<file path="src/rtl/dl_sdram_sequencer.sv">
// ROM download sequencer: queues data_io byte strobes and writes them into the
// SDRAM CPU (port1) and graphics (port2) ports over toggle req/ack handshakes.
module dl_sdram_sequencer #(
  parameter logic [24:0] GFX_BASE    = 25'h10000,
  parameter logic [24:0] DL_LIMIT    = 25'h28200,
  parameter int          FIFO_DEPTH  = 4,
  parameter int          HOLD_CYCLES = 16
) (
  input  logic        clk_sys,
  input  logic        reset_n,
  input  logic        ioctl_downl,
  input  logic        ioctl_wr,
  input  logic [24:0] ioctl_addr,
  input  logic [7:0]  ioctl_dout,
  output logic        port1_req,
  input  logic        port1_ack,
  output logic [22:0] port1_a,
  output logic [1:0]  port1_ds,
  output logic [15:0] port1_d,
  output logic        port1_we,
  output logic        port2_req,
  input  logic        port2_ack,
  output logic [22:0] port2_a,
  output logic [1:0]  port2_ds,
  output logic [15:0] port2_d,
  output logic        port2_we,
  output logic        busy,
  output logic        overflow,
  output logic        rom_loaded,
  output logic        core_reset
);

  // state   | meaning
  // S_IDLE  | nothing in flight, waiting for a queued byte
  // S_ISSUE | drive port fields from the entry register and toggle req
  // S_WAIT  | wait until every toggled port has ack == req
  typedef enum logic [1:0] {S_IDLE, S_ISSUE, S_WAIT} state_t;

  localparam int PTR_W = $clog2(FIFO_DEPTH);
  localparam int CNT_W = $clog2(HOLD_CYCLES + 1);

  state_t             state;
  logic [32:0]        fifo_mem [FIFO_DEPTH];
  logic [PTR_W:0]     wr_ptr, rd_ptr;
  logic               fifo_empty, fifo_full;
  logic               push, pop, push_ok;
  logic               ioctl_wr_d, ioctl_downl_d;
  logic [24:0]        entry_addr;
  logic [7:0]         entry_data;
  logic               entry_gfx;
  logic [23:0]        gfx_off;
  logic               p2_pend;
  logic               acks_done;
  logic               dl_end_pend, end_evt, rom_nxt;
  logic [CNT_W-1:0]   hold_cnt, hold_nxt;

  assign fifo_empty = (wr_ptr == rd_ptr);
  assign fifo_full  = (wr_ptr[PTR_W] != rd_ptr[PTR_W]) &&
                      (wr_ptr[PTR_W-1:0] == rd_ptr[PTR_W-1:0]);

  assign push      = ioctl_wr & ~ioctl_wr_d & ioctl_downl & (ioctl_addr < DL_LIMIT);
  assign acks_done = (port1_ack == port1_req) && (!p2_pend || (port2_ack == port2_req));
  assign pop       = !fifo_empty && ((state == S_IDLE) || ((state == S_WAIT) && acks_done));
  assign push_ok   = push && (!fifo_full || pop);
  assign busy      = !fifo_empty || (state != S_IDLE);

  // Addresses below DL_LIMIT fit in 24 bits, so the graphics offset does too.
  assign entry_gfx = (entry_addr >= GFX_BASE);
  assign gfx_off   = entry_addr[23:0] - GFX_BASE[23:0];

  // Download end is only acted on once everything queued has drained.
  always_comb begin
    end_evt  = (dl_end_pend | (ioctl_downl_d & ~ioctl_downl)) & ~ioctl_downl & ~busy;
    rom_nxt  = rom_loaded | end_evt;
    hold_nxt = hold_cnt;
    if (end_evt)
      hold_nxt = CNT_W'(HOLD_CYCLES);
    else if (hold_cnt != '0)
      hold_nxt = hold_cnt - CNT_W'(1);
  end

  always_ff @(posedge clk_sys) begin
    if (push_ok)
      fifo_mem[wr_ptr[PTR_W-1:0]] <= {ioctl_addr, ioctl_dout};
  end

  always_ff @(posedge clk_sys) begin
    if (!reset_n) begin
      state         <= S_IDLE;
      wr_ptr        <= '0;
      rd_ptr        <= '0;
      ioctl_wr_d    <= 1'b0;
      ioctl_downl_d <= 1'b0;
      entry_addr    <= '0;
      entry_data    <= '0;
      p2_pend       <= 1'b0;
      port1_req     <= 1'b0;
      port1_a       <= '0;
      port1_ds      <= '0;
      port1_d       <= '0;
      port1_we      <= 1'b0;
      port2_req     <= 1'b0;
      port2_a       <= '0;
      port2_ds      <= '0;
      port2_d       <= '0;
      port2_we      <= 1'b0;
      overflow      <= 1'b0;
      rom_loaded    <= 1'b0;
      core_reset    <= 1'b1;
      hold_cnt      <= '0;
      dl_end_pend   <= 1'b0;
    end else begin
      ioctl_wr_d    <= ioctl_wr;
      ioctl_downl_d <= ioctl_downl;

      if (push_ok) wr_ptr <= wr_ptr + (PTR_W+1)'(1);
      if (pop)     rd_ptr <= rd_ptr + (PTR_W+1)'(1);
      if (push && !push_ok) overflow <= 1'b1;
      if (pop) {entry_addr, entry_data} <= fifo_mem[rd_ptr[PTR_W-1:0]];

      port1_we <= ioctl_downl | busy;
      port2_we <= ioctl_downl | busy;

      case (state)
        S_IDLE: begin
          if (pop) state <= S_ISSUE;
        end
        S_ISSUE: begin
          port1_a   <= entry_addr[23:1];
          port1_ds  <= {entry_addr[0], ~entry_addr[0]};
          port1_d   <= {entry_data, entry_data};
          port1_req <= ~port1_req;
          p2_pend   <= entry_gfx;
          if (entry_gfx) begin
            port2_a   <= gfx_off[23:1];
            port2_ds  <= {gfx_off[0], ~gfx_off[0]};
            port2_d   <= {entry_data, entry_data};
            port2_req <= ~port2_req;
          end
          state <= S_WAIT;
        end
        S_WAIT: begin
          if (acks_done) state <= pop ? S_ISSUE : S_IDLE;
        end
        default: state <= S_IDLE;
      endcase

      if (end_evt || ioctl_downl)
        dl_end_pend <= 1'b0;
      else if (ioctl_downl_d)
        dl_end_pend <= 1'b1;

      rom_loaded <= rom_nxt;
      hold_cnt   <= hold_nxt;
      core_reset <= ~rom_nxt | ioctl_downl | (hold_nxt != '0);
    end
  end

endmodule
</file>
<file path="config.mk">
export PLATFORM = sky130hd
export DESIGN_NAME = dl_sdram_sequencer
export DESIGN_NICKNAME = d
export VERILOG_FILES = /design/src/rtl/dl_sdram_sequencer.sv
export SDC_FILE = /design/constraint.sdc
export NUM_CORES = 1
export LEC_CHECK = 0
export BUFFER_PORTS_ARGS = -buffer_cell sky130_fd_sc_hd__buf_2
export CORE_UTILIZATION = 61
export DETAILED_ROUTE_END_ITERATION = 10
export PLACE_DENSITY = 0.9
export SYNTH_ARGS = -nofsm -noshare
export SYNTH_HDL_FRONTEND = slang
export SYNTH_SLANG_ARGS = --single-unit
</file>
<file path="constraint.sdc">
create_clock -name clk_sys -period 7 [get_ports clk_sys]
set_input_delay 0.7 -clock clk_sys [delete_from_list [all_inputs] [get_ports clk_sys]]
set_output_delay 0.7 -clock clk_sys [all_outputs]
set_load 0.02 [all_outputs]
</file>
-- Yosys cells after proc, flatten, opt, wreduce, memory -nomap -nowiden
Memory sizes are Yosys's and may differ from the RTL's. A register that Yosys moved wholly into a read port is not among the register bits.
Index checks and enable logic that the tools add are counted.
- flip-flop bits (word level): 105
- RAM bits: 132
- output and inout bits: 90
- logic and storage cells: 87
- memories kept: 1
- add/subtract/negate cells: 4
- order comparisons: 2
- eq/ne operators: 9
- muxes and demuxes: 8
- bitwise gates (word level): 20
- reduce and logical (&&, ||, !) cells: 23
- memories (name ; words ; width ; read ports ; clocked after memory_dff ; write ports ; line ; source):
    fifo_mem ; 4 ; 33 ; 1 ; 1 ; 1 ; 43 ; logic [32:0] fifo_mem [FIFO_DEPTH];
- operator list (operator ; count):
    greater-or-equal comparator 25 x 17 -> 1 bit (second input constant) ; 1
    < comparator 25 x 18 -> 1 bit (second input constant) ; 1
    subtractor 24 x 17 -> 24 bit (second input constant) ; 1
    2-to-1 mux 5 bit ; 2
    nonzero test 5 bit ; 2
    NOT 1 bit ; 9
    adder 3 x 1 -> 3 bit (second input constant) ; 2
    bitwise AND 1 bit ; 6
    logical AND 1 bit ; 6
    one-hot mux 2 bit (3 select lines) ; 1
    logical NOT 1 bit ; 5
    logical OR 1 bit ; 5
    OR 1 bit ; 5
    subtractor 5 x 1 -> 5 bit (second input constant) ; 1
    2-to-1 mux 2 bit ; 2
    != test 2 bit (second input constant) ; 2
    AND reduction 2 bit ; 2
    == test 3 bit ; 1
    2-to-1 mux 1 bit ; 3
    == test 1 bit ; 2
    == test 2 x 1 -> 1 bit (second input constant) ; 1
    == test 2 bit ; 1
    == test 2 bit (second input constant) ; 1
    logical NOT 2 bit ; 1
    other kinds (3) ; 3

-- Depth between registers and ports, before layout
Gate-level depths: netlist of the first run.
- depth after elaboration: 10
- mapped depth: 7
- gate-level depth less buffers: 6

-- Least setup slack after synthesis of the first run
OpenSTA, ideal clock, no wires.
- kind: input to register
- from: input port1_ack
- to: memory fifo_mem[3][0] (enable)
- library setup time: 0.457 ns
- data arrival time: 3.436 ns
- data required time: 6.543 ns
- path slack: 3.107 ns
- cell stages on the path: 3
- path buffers: 0
- cell sequence: xor2_1 a221o_1 a2111oi_2
- word-level cells in the longest chain between the ends: 9
- RTL lines (item ; line ; source):
    start: declaration ; 16 ; input logic port1_ack,
    == test 1 bit ; 62 ; assign acks_done = (port1_ack == port1_req) && (!p2_pend || (port2_ack == port2_req));
    logical AND 1 bit ; 62 ;
    logical AND 1 bit ; 63 ; assign pop = !fifo_empty && ((state == S_IDLE) || ((state == S_WAIT) && acks_done));
    logical OR 1 bit ; 63 ;
    logical AND 1 bit ; 63 ;
    logical OR 1 bit ; 64 ; assign push_ok = push && (!fifo_full || pop);
    logical AND 1 bit ; 64 ;
    2-to-1 mux 1 bit ; 83 ; if (push_ok)
    2-to-1 mux 1 bit (not written as such) ; 84 ; fifo_mem[wr_ptr[PTR_W-1:0]] <= {ioctl_addr, ioctl_dout};
    end: declaration ; 43 ;
No other way between the ends.

-- Final worst setup path of the first run
- from: register rd_ptr[0]
- to: output busy
- word-level cells in the longest chain between the ends: 3
- RTL lines (item ; line ; source):
    start: declaration ; 44 ; logic [PTR_W:0] wr_ptr, rd_ptr;
    start signal: assignment ; 117 ; if (pop) rd_ptr <= rd_ptr + (PTR_W+1)'(1);
    == test 3 bit ; 57 ; assign fifo_empty = (wr_ptr == rd_ptr);
    logical NOT 1 bit ; 65 ; assign busy = !fifo_empty || (state != S_IDLE);
    logical OR 1 bit ; 65 ;
    end: declaration ; 27 ; output logic busy,
No other way between the ends.

==> impl_metrics.csv, run 1 <==
group,metric,value,unit
timing,maxSlewViolCount,0,
cells_and_area,nFillCells,1046,
logic_synthesis,async_reset_ff_frac,0,
clock_network,worstSkewPairLatency,0.52,ns
die,initial_core_util,0.633,
worst_setup_path,slowest_delay,0.54,ns
pwr,netSwitchingFraction,0.265,
detailed_routing,drt_iter0_markers,593,
pwr,power.total,3.44,mW
die,die_area,16500,sq um
pwr,total_leakage_power,3.95,nW
cells_and_area,finalNetCount,912,
clock_network,cts_buffers,25,
grt,antenna_found_initial,0,
worst_hold_path,hold_path_class,"input port to register",
timing,clock.fmax,0.304,GHz
job,maxCapViolCount,0,
die,placementRows,45,
detailed_routing,ant_nets,0,
detailed_routing,drc_errors,0,
worst_setup_path,cp_num_buf_inv,3,
worst_setup_path,cp-end-kind,"primary output",
logic_synthesis,netlist_area,9740,sq um
placed_design,dpl.hpwl,12800,microns
placed_design,place_congestion,0.785,
worst_setup_path,arrival,2.59,ns
logic_synthesis,syn_nets,811,
pwr,sequentialPowerShare,0.488,
die,chipHeight,128,microns
logic_synthesis,avgSynthCellArea,12.7,sq um
grt,grt_pass1_vias,6114,
grt,grt_pass1_wl,31800,microns
worst_setup_path,path_cells,"buf_4 -> xnor2_1 -> nand3_1 -> buf_4 -> or3_1 -> buf_2",
timing,tns,0,ns
clock_network,ctsResizeCount,0,
die,ios,129,
worst_setup_path,worst-endpoint-required,6.30,ns
clock_network,tritoncts,"yes",
pwr,ir_drop,0.251,mV
die,core,15400,sq um
logic_synthesis,synth_cells,765,
worst_setup_path,critical-path-top-delay-family,"buffers and inverters",
clock_network,clock-sinks,254,
cells_and_area,fin_util,0.725,
logic_synthesis,ys_seq_area_frac,0.658,
grt,grt.total_usage,0.254,
clock_network,clockBufferDepth,3,
timing,slew_headroom,0.253,
detailed_routing,via_per_inst,5.77,
grt,grt_max_degree,108,
worst_setup_path,cpMaxStageDelayCell,"buf_4",
die,die-width,128,microns
logic_synthesis,ys_types,50,
worst_setup_path,worst-path-max-fanout,38,
clock_network,postCtsHoldBufs,0,
grt,gr-total-overflow,0,
pwr,switchingPower,0.911,mW
pwr,combPwrFrac,0.157,
clock_network,postCtsSetupBuffers,0,
pwr,power_frac_clock,0.355,
detailed_routing,wire_per_inst,18.7,microns
clock_network,path_clk_slew,0.06,ns
worst_setup_path,path_class,"register to primary output",
worst_setup_path,start_kind,"register",
timing,tightest_slew,1.12,ns
cells_and_area,area_delta_synth_final,14.5,%
pwr,power_density,309,nW/um^2
worst_setup_path,cpMostUsedCell,"buf_4",
timing,final_hold_viol_count,0,
placed_design,port_buffers,128,
detailed_routing,drt-pass1-iter-count,5,
timing,min_period,3.29,ns
clock_network,cts-root-buf,"clkbuf_16",
run_status,status,"finished, final reports clean",
cells_and_area,final_area,11200,sq um
pwr,power.internal,2.53,mW
timing,setup_viol,0,
clock_network,htree_levels,1,
logic_synthesis,yosysWarningCount,0,
placed_design,postPlaceCellArea,10400,sq um
detailed_routing,vias,6322,
cells_and_area,diodes,0,
logic_synthesis,synth_edf_count,132,
logic_synthesis,synthFlopType,"edfxtp_1",
detailed_routing,routed_wl,20500,microns
timing,rsz0062_at_grt,"no",
cells_and_area,drive_gt1_frac,0.258,
timing,period_share,0.469,
logic_synthesis,synth_seq_cells,254,
timing,fin_skew,0.0173,ns
-- sequential cells by signal, summed over array words and instances, names as in the netlist, 2 cells and up --
signal	flops
fifo_mem	132
entry_addr	25
port1_a	23
port2_a	23
entry_data	8
port1_d	8
port2_d	8
hold_cnt	5
rd_ptr	3
wr_ptr	3
port1_ds	2
port2_ds	2
state	2
-- kinds of logic (layout without fill, tap and decap cells) --
family,count (synthesis),count (layout),synth area share
mux,38,38,0.0815
compound gates,159,159,0.0959
buf+inv,76,195,0.0407
simple gates,216,216,0.101
xor+xnor,15,15,0.0135
fa+ha+maj,7,7,0.00900
flops,254,254,0.658
-- cells in the mapped netlist, types with 2 or more instances --
master | number | share of area
a211oi_2 | 7 | 0.0090
a21oi_1 | 96 | 0.049
a21oi_2 | 3 | 0.0027
and2_1 | 6 | 0.0039
buf_2 | 8 | 0.0041
buf_4 | 17 | 0.013
buf_6 | 5 | 0.0058
clkbuf_1 | 37 | 0.014
dfxtp_1 | 122 | 0.25
edfxtp_1 | 132 | 0.41
ha_1 | 7 | 0.0090
inv_1 | 7 | 0.0027
mux2i_1 | 5 | 0.0051
mux4_2 | 33 | 0.076
nand2_1 | 122 | 0.047
nand2b_1 | 4 | 0.0026
nand3_1 | 36 | 0.019
nor2_1 | 14 | 0.0054
nor2b_1 | 3 | 0.0019
nor3_1 | 8 | 0.0041
nor3b_1 | 2 | 0.0015
nor4_1 | 4 | 0.0026
nor4b_1 | 3 | 0.0027
o21a_1 | 5 | 0.0039
o21ai_0 | 38 | 0.020
o41ai_1 | 2 | 0.0018
or3_1 | 3 | 0.0019
xnor2_1 | 11 | 0.0099
xor2_1 | 4 | 0.0036
-- power by group through the flow --
| stage | Sequential, mW | Clock (mW) | Combinational (mW) |
|---|---|---|---|
| after detailed placement | 1.71 | 0 | 0.533 |
| after global placement | 1.71 | 0 | 0.515 |
| after global routing | 1.69 | 1.30 | 0.590 |
| after floorplan | 1.70 | 0 | 0.413 |
| final | 1.68 | 1.22 | 0.541 |
| after CTS | 1.68 | 1.24 | 0.540 |
-- worst paths after layout --
| kind | depth (start not counted) | slack [ns] | from | end |
|---|---|---|---|---|
| worst max-delay path | 6 | 3.71 | rd_ptr[0]$_SDFFE_PN0N_ | busy |
| worst min-delay path | 1 | 0.40 | ioctl_addr[2] | fifo_mem[1][10]$_DFFE_PP_ |
| worst max register to register | 6 | 4.17 | rd_ptr[0]$_SDFFE_PN0N_ | fifo_mem[1][6]$_DFFE_PP_ |
| worst min register to register | 2 | 0.45 | port2_a[3]$_SDFFE_PN0P_ | port2_a[3]$_SDFFE_PN0P_ |
-- final cells by class --
class	instances	area [sq um]	area share
multi-input combinational	435	2960	0.265
inverter	8	31.3	0.00281
sequential	254	6410	0.575
clock inverter	5	31.3	0.00281
timing repair buffer	142	746	0.0669
tap	211	264	0.0237
clock buffer	40	712	0.0638
-- through the flow --
step | instances | hold slack [ns] | setup slack [ns]
floorplan | 765 | 0.442 | 3.11
global placement | 1050 | 0.440 | 4.04
detailed placement | 1050 | 0.445 | 3.93
CTS | 1095 | 0.380 | 3.68
global route | 1095 | 0.388 | 3.55
finish | 1095 | 0.397 | 3.71
-- placed cells by master (no fill, tap or decap), types with 6 or more instances in the layout --
cell type  netlist  layout
ha_1             7       7
mux4_2          33      33
edfxtp_1       132     132
o21ai_0         38      38
clkbuf_1        37      12
nor3_1           8       8
and2_1           6       6
nand2_1        122     122
clkbuf_16        0      25
xnor2_1         11      11
dfxtp_1        122     121
nor2_1          14      14
inv_1            7       7
nand3_1         36      36
a21oi_1         96      96
buf_4           17      14
a211oi_2         7       7
buf_2            8     128
-- routing by layer --
| layer | track usage | part of all wire | vias to the layer above | wire length (microns) |
|---|---|---|---|---|
| li1 | - | - | 2962 | - |
| met1 | 0.337 | 0.42 | 3064 | 8670 |
| met2 | 0.427 | 0.49 | 250 | 9960 |
| met3 | 0.0432 | 0.061 | 46 | 1240 |
| met4 | 0.0872 | 0.030 | 0 | 607 |
| met5 | 0 | 0 | - | 0 |
Power figures use the tool's default switching activity.
==> inputs of run 2 (changes only) <==
--- a/config.mk
+++ b/config.mk
@@ -5,10 +5,11 @@
 export SDC_FILE = /design/constraint.sdc
 export NUM_CORES = 1
 export LEC_CHECK = 0
+export ABC_AREA = 1
 export BUFFER_PORTS_ARGS = -buffer_cell sky130_fd_sc_hd__buf_2
-export CORE_UTILIZATION = 61
+export CORE_UTILIZATION = 57
 export DETAILED_ROUTE_END_ITERATION = 10
-export PLACE_DENSITY = 0.9
+export PLACE_DENSITY = 0.85
 export SYNTH_ARGS = -nofsm -noshare
 export SYNTH_HDL_FRONTEND = slang
 export SYNTH_SLANG_ARGS = --single-unit
==> constraint.sdc (replaced) <==
create_clock -name clk_sys -period 3.2 [get_ports clk_sys]
set_input_delay 0.32 -clock clk_sys [delete_from_list [all_inputs] [get_ports clk_sys]]
set_output_delay 0.32 -clock clk_sys [all_outputs]
set_load 0.02 [all_outputs]
==> impl_metrics.csv, run 2 <==
group,metric,value,unit
clock_network,clockBufferDepth,3,
pwr,power_density,874,nW/um^2
timing,tightest_slew,0.626,ns
placed_design,dpl.hpwl,13000,microns
cells_and_area,finalNetCount,1090,
pwr,ir_drop,0.535,mV
worst_setup_path,crit_path_end,"fifo_mem[3][0]$_DFFE_PP_",
cells_and_area,largest_reg_flops,132,
logic_synthesis,synth_compound_area_frac,0.130,
logic_synthesis,netlist_top_cells_count,"nor2_1 (204), edfxtp_1 (132), o21ai_0 (128)",
timing,clock.fmax,0.437,GHz
cells_and_area,drive_gt1_frac,0.183,
run_status,status,"finished, final reports clean",
worst_setup_path,path_cells,"xnor2_1 -> nand2_1 -> nor2_1 -> nand3_1 -> nand2_1 -> nor2_2 -> buf_12",
cells_and_area,mostFrequentLayoutCells,"nor2_1 (200), edfxtp_1 (132), o21ai_0 (128), buf_2 (128), dfxtp_1 (121)",
worst_setup_path,cp.depth,7,
grt,gr-usage-met1,0.327,
worst_setup_path,start_kind,"register",
worst_setup_path,worstReg2RegEnd,"fifo_mem[3][0]$_DFFE_PP_",
placed_design,pre_cts_slack,0.778,ns
grt,grt_util_met2,0.368,
worst_setup_path,worst-r2r-cell-count,7,
worst_setup_path,cpMostUsedCell,"nand2_1",
clock_network,path_clk_slew,0.06,ns
logic_synthesis,ys_seq_area_frac,0.665,
timing,slew_headroom,0.583,
cells_and_area,diodes,0,
clock_network,cts-root-buf,"clkbuf_16",
grt,use_met3,0.0354,
grt,grt_pass1_wl,31900,microns
logic_synthesis,avgSynthCellArea,10.2,sq um
worst_setup_path,rrSetupSlack,0.91,ns
logic_synthesis,synth_xor_area_frac,0.0117,
logic_synthesis,syn_nets,988,
logic_synthesis,synth_fa_ha_area_frac,0.00909,
worst_setup_path,worst-endpoint-required,3.41,ns
timing,rsz0062_at_grt,"no",
logic_synthesis,synth_seq_cells,254,
logic_synthesis,synthMuxAreaShare,0,
logic_synthesis,synth_cells,942,
clock_network,tritoncts,"yes",
logic_synthesis,synth_top_area_cell,"edfxtp_1",
timing,setup_viol,0,
detailed_routing,drc_errors,0,
die,ios,129,
detailed_routing,ant_nets,0,
die,core,16500,sq um
timing,min_period,2.29,ns
worst_setup_path,cp-end-kind,"register",
worst_setup_path,cpMaxStageDelayCell,"dfxtp_2",
timing,period_share,0.715,
worst_hold_path,hold_path_class,"input port to register",
worst_setup_path,slowest_delay,0.64,ns
cells_and_area,fin_util,0.673,
grt,grt_max_degree,69,
logic_synthesis,synth_edf_count,132,
timing,layout_setup_ws,0.914,ns
logic_synthesis,synth_top_family_by_area,"compound AO/OA/AOI/OAI gates",
timing,maxSlewViolCount,0,
detailed_routing,drt-pass1-iter-count,5,
placed_design,place_inst,1234,
die,placementRows,47,
worst_setup_path,worst-path-max-fanout,30,
grt,grt.total_usage,0.232,
placed_design,place_congestion,0.820,
logic_synthesis,ys_types,30,
die,chipHeight,132,microns
worst_setup_path,arrival,2.49,ns
logic_synthesis,async_reset_ff_frac,0,
clock_network,postCtsSetupBuffers,0,
detailed_routing,vias,6965,
clock_network,worstSkewPairLatency,0.52,ns
worst_setup_path,worstSetupStartpoint,"rd_ptr[0]$_SDFFE_PN0N_",
timing,tns,0,ns
timing,fin_skew,0.0198,ns
logic_synthesis,yosys.cell_count.top_type,"nor2_1",
worst_setup_path,path_class,"register to register",
pwr,total_leakage_power,4.43,nW
grt,gr-total-overflow,0,
logic_synthesis,yosysTopAreaCellShare,0.411,
pwr,power.total,9.72,mW
die,initial_core_util,0.583,
logic_synthesis,yosys.area_share.simple,0.126,
logic_synthesis,synthFlopType,"edfxtp_1",
worst_setup_path,critical-path-top-delay-family,"simple AND/OR/NAND/NOR gates",
grt,antenna_found_initial,0,
timing,final_hold_viol_count,0,
cells_and_area,area_delta_synth_final,15.4,%
detailed_routing,routed_wl,20500,microns
worst_setup_path,rr_startpoint,"rd_ptr[0]$_SDFFE_PN0N_",
detailed_routing,via_per_inst,5.44,
job,maxCapViolCount,0,
die,die_area,17400,sq um
placed_design,port_buffers,128,
detailed_routing,wire_per_inst,16.0,microns
cells_and_area,fin_cells,1281,
cells_and_area,final_common_cell,"nor2_1",
placed_design,postPlaceCellArea,10300,sq um
clock_network,clock-sinks,254,
logic_synthesis,yosysWarningCount,0,
timing,holdWs,0.0212,ns
logic_synthesis,synthTopCellsByArea,"edfxtp_1 (41%), dfxtp_1 (25%), nor2_1 (7.9%), o21ai_0 (6.6%), nand2_1 (3.3%)",
detailed_routing,drt_iter0_markers,559,
worst_setup_path,cp_num_buf_inv,1,
clock_network,htree_levels,1,
grt,grt_pass1_vias,6389,
clock_network,cts_buffers,25,
cells_and_area,final_area,11100,sq um
die,die-width,132,microns
cells_and_area,nFillCells,1243,
grt,top_usage_layer,"met2",
logic_synthesis,netlist_area,9640,sq um
run 2: cell count changes in the layout (fill, tap and decap cells not counted), moves of 34 or more:
cell / change
a21oi_1: -39
inv_1: +34
nand2_1: -37
nor2_1: +186
o21ai_0: +90
run 2: area by class of cell:
cell class                      instances  area [sq um]  share of cell area
Inverter                               44           165              0.0148
Clock buffer                           31           678              0.0610
Clock inverter                         13          91.3             0.00821
Multi-Input combinational cell        573          2680               0.241
Sequential cell                       254          6410               0.576
Timing Repair Buffer                  146           821              0.0738
Tap cell                              220           275              0.0247
run 2: logic make-up after synthesis:
family | Yosys count
AO/OA/AOI/OAI | 241
AND/OR/NAND/NOR | 313
flip-flops | 254
adder cells (fa/ha/maj) | 7
buffers and inverters | 115
XOR/XNOR | 12
run 2: report_power, final:
part           internal [mW]  switching (mW)
logic                  0.859            1.96
clock network           1.58            1.15
registers               3.86           0.328
run 2: per-layer routing:
| layer | vias to the layer above | part of all wire |
|---|---|---|
| li1 | 3385 | - |
| met1 | 3225 | 0.44 |
| met2 | 313 | 0.46 |
| met3 | 42 | 0.079 |
| met4 | 0 | 0.024 |
| met5 | - | 0 |
run 2: timing repair:
action,in CTS,in global routing
hold endpoints to repair,9,0
setup endpoints to repair,0,0
gates resized for setup,0,0
hold buffers,3,0
run 2: worst min path at each step:
stage	depth (start not counted)	start	slack [ns]	end
floorplan	2	ioctl_downl	0.41	ioctl_downl_d$_SDFF_PN0_
global placement	2	overflow$_SDFFE_PN0P_	0.44	overflow$_SDFFE_PN0P_
detailed placement	2	port2_ds[1]$_SDFFE_PN0P_	0.46	port2_ds[1]$_SDFFE_PN0P_
CTS	1	ioctl_dout[7]	0.002	fifo_mem[3][7]$_DFFE_PP_
global route	1	ioctl_addr[2]	0.006	fifo_mem[0][10]$_DFFE_PP_
finish	1	ioctl_addr[5]	0.02	fifo_mem[0][13]$_DFFE_PP_
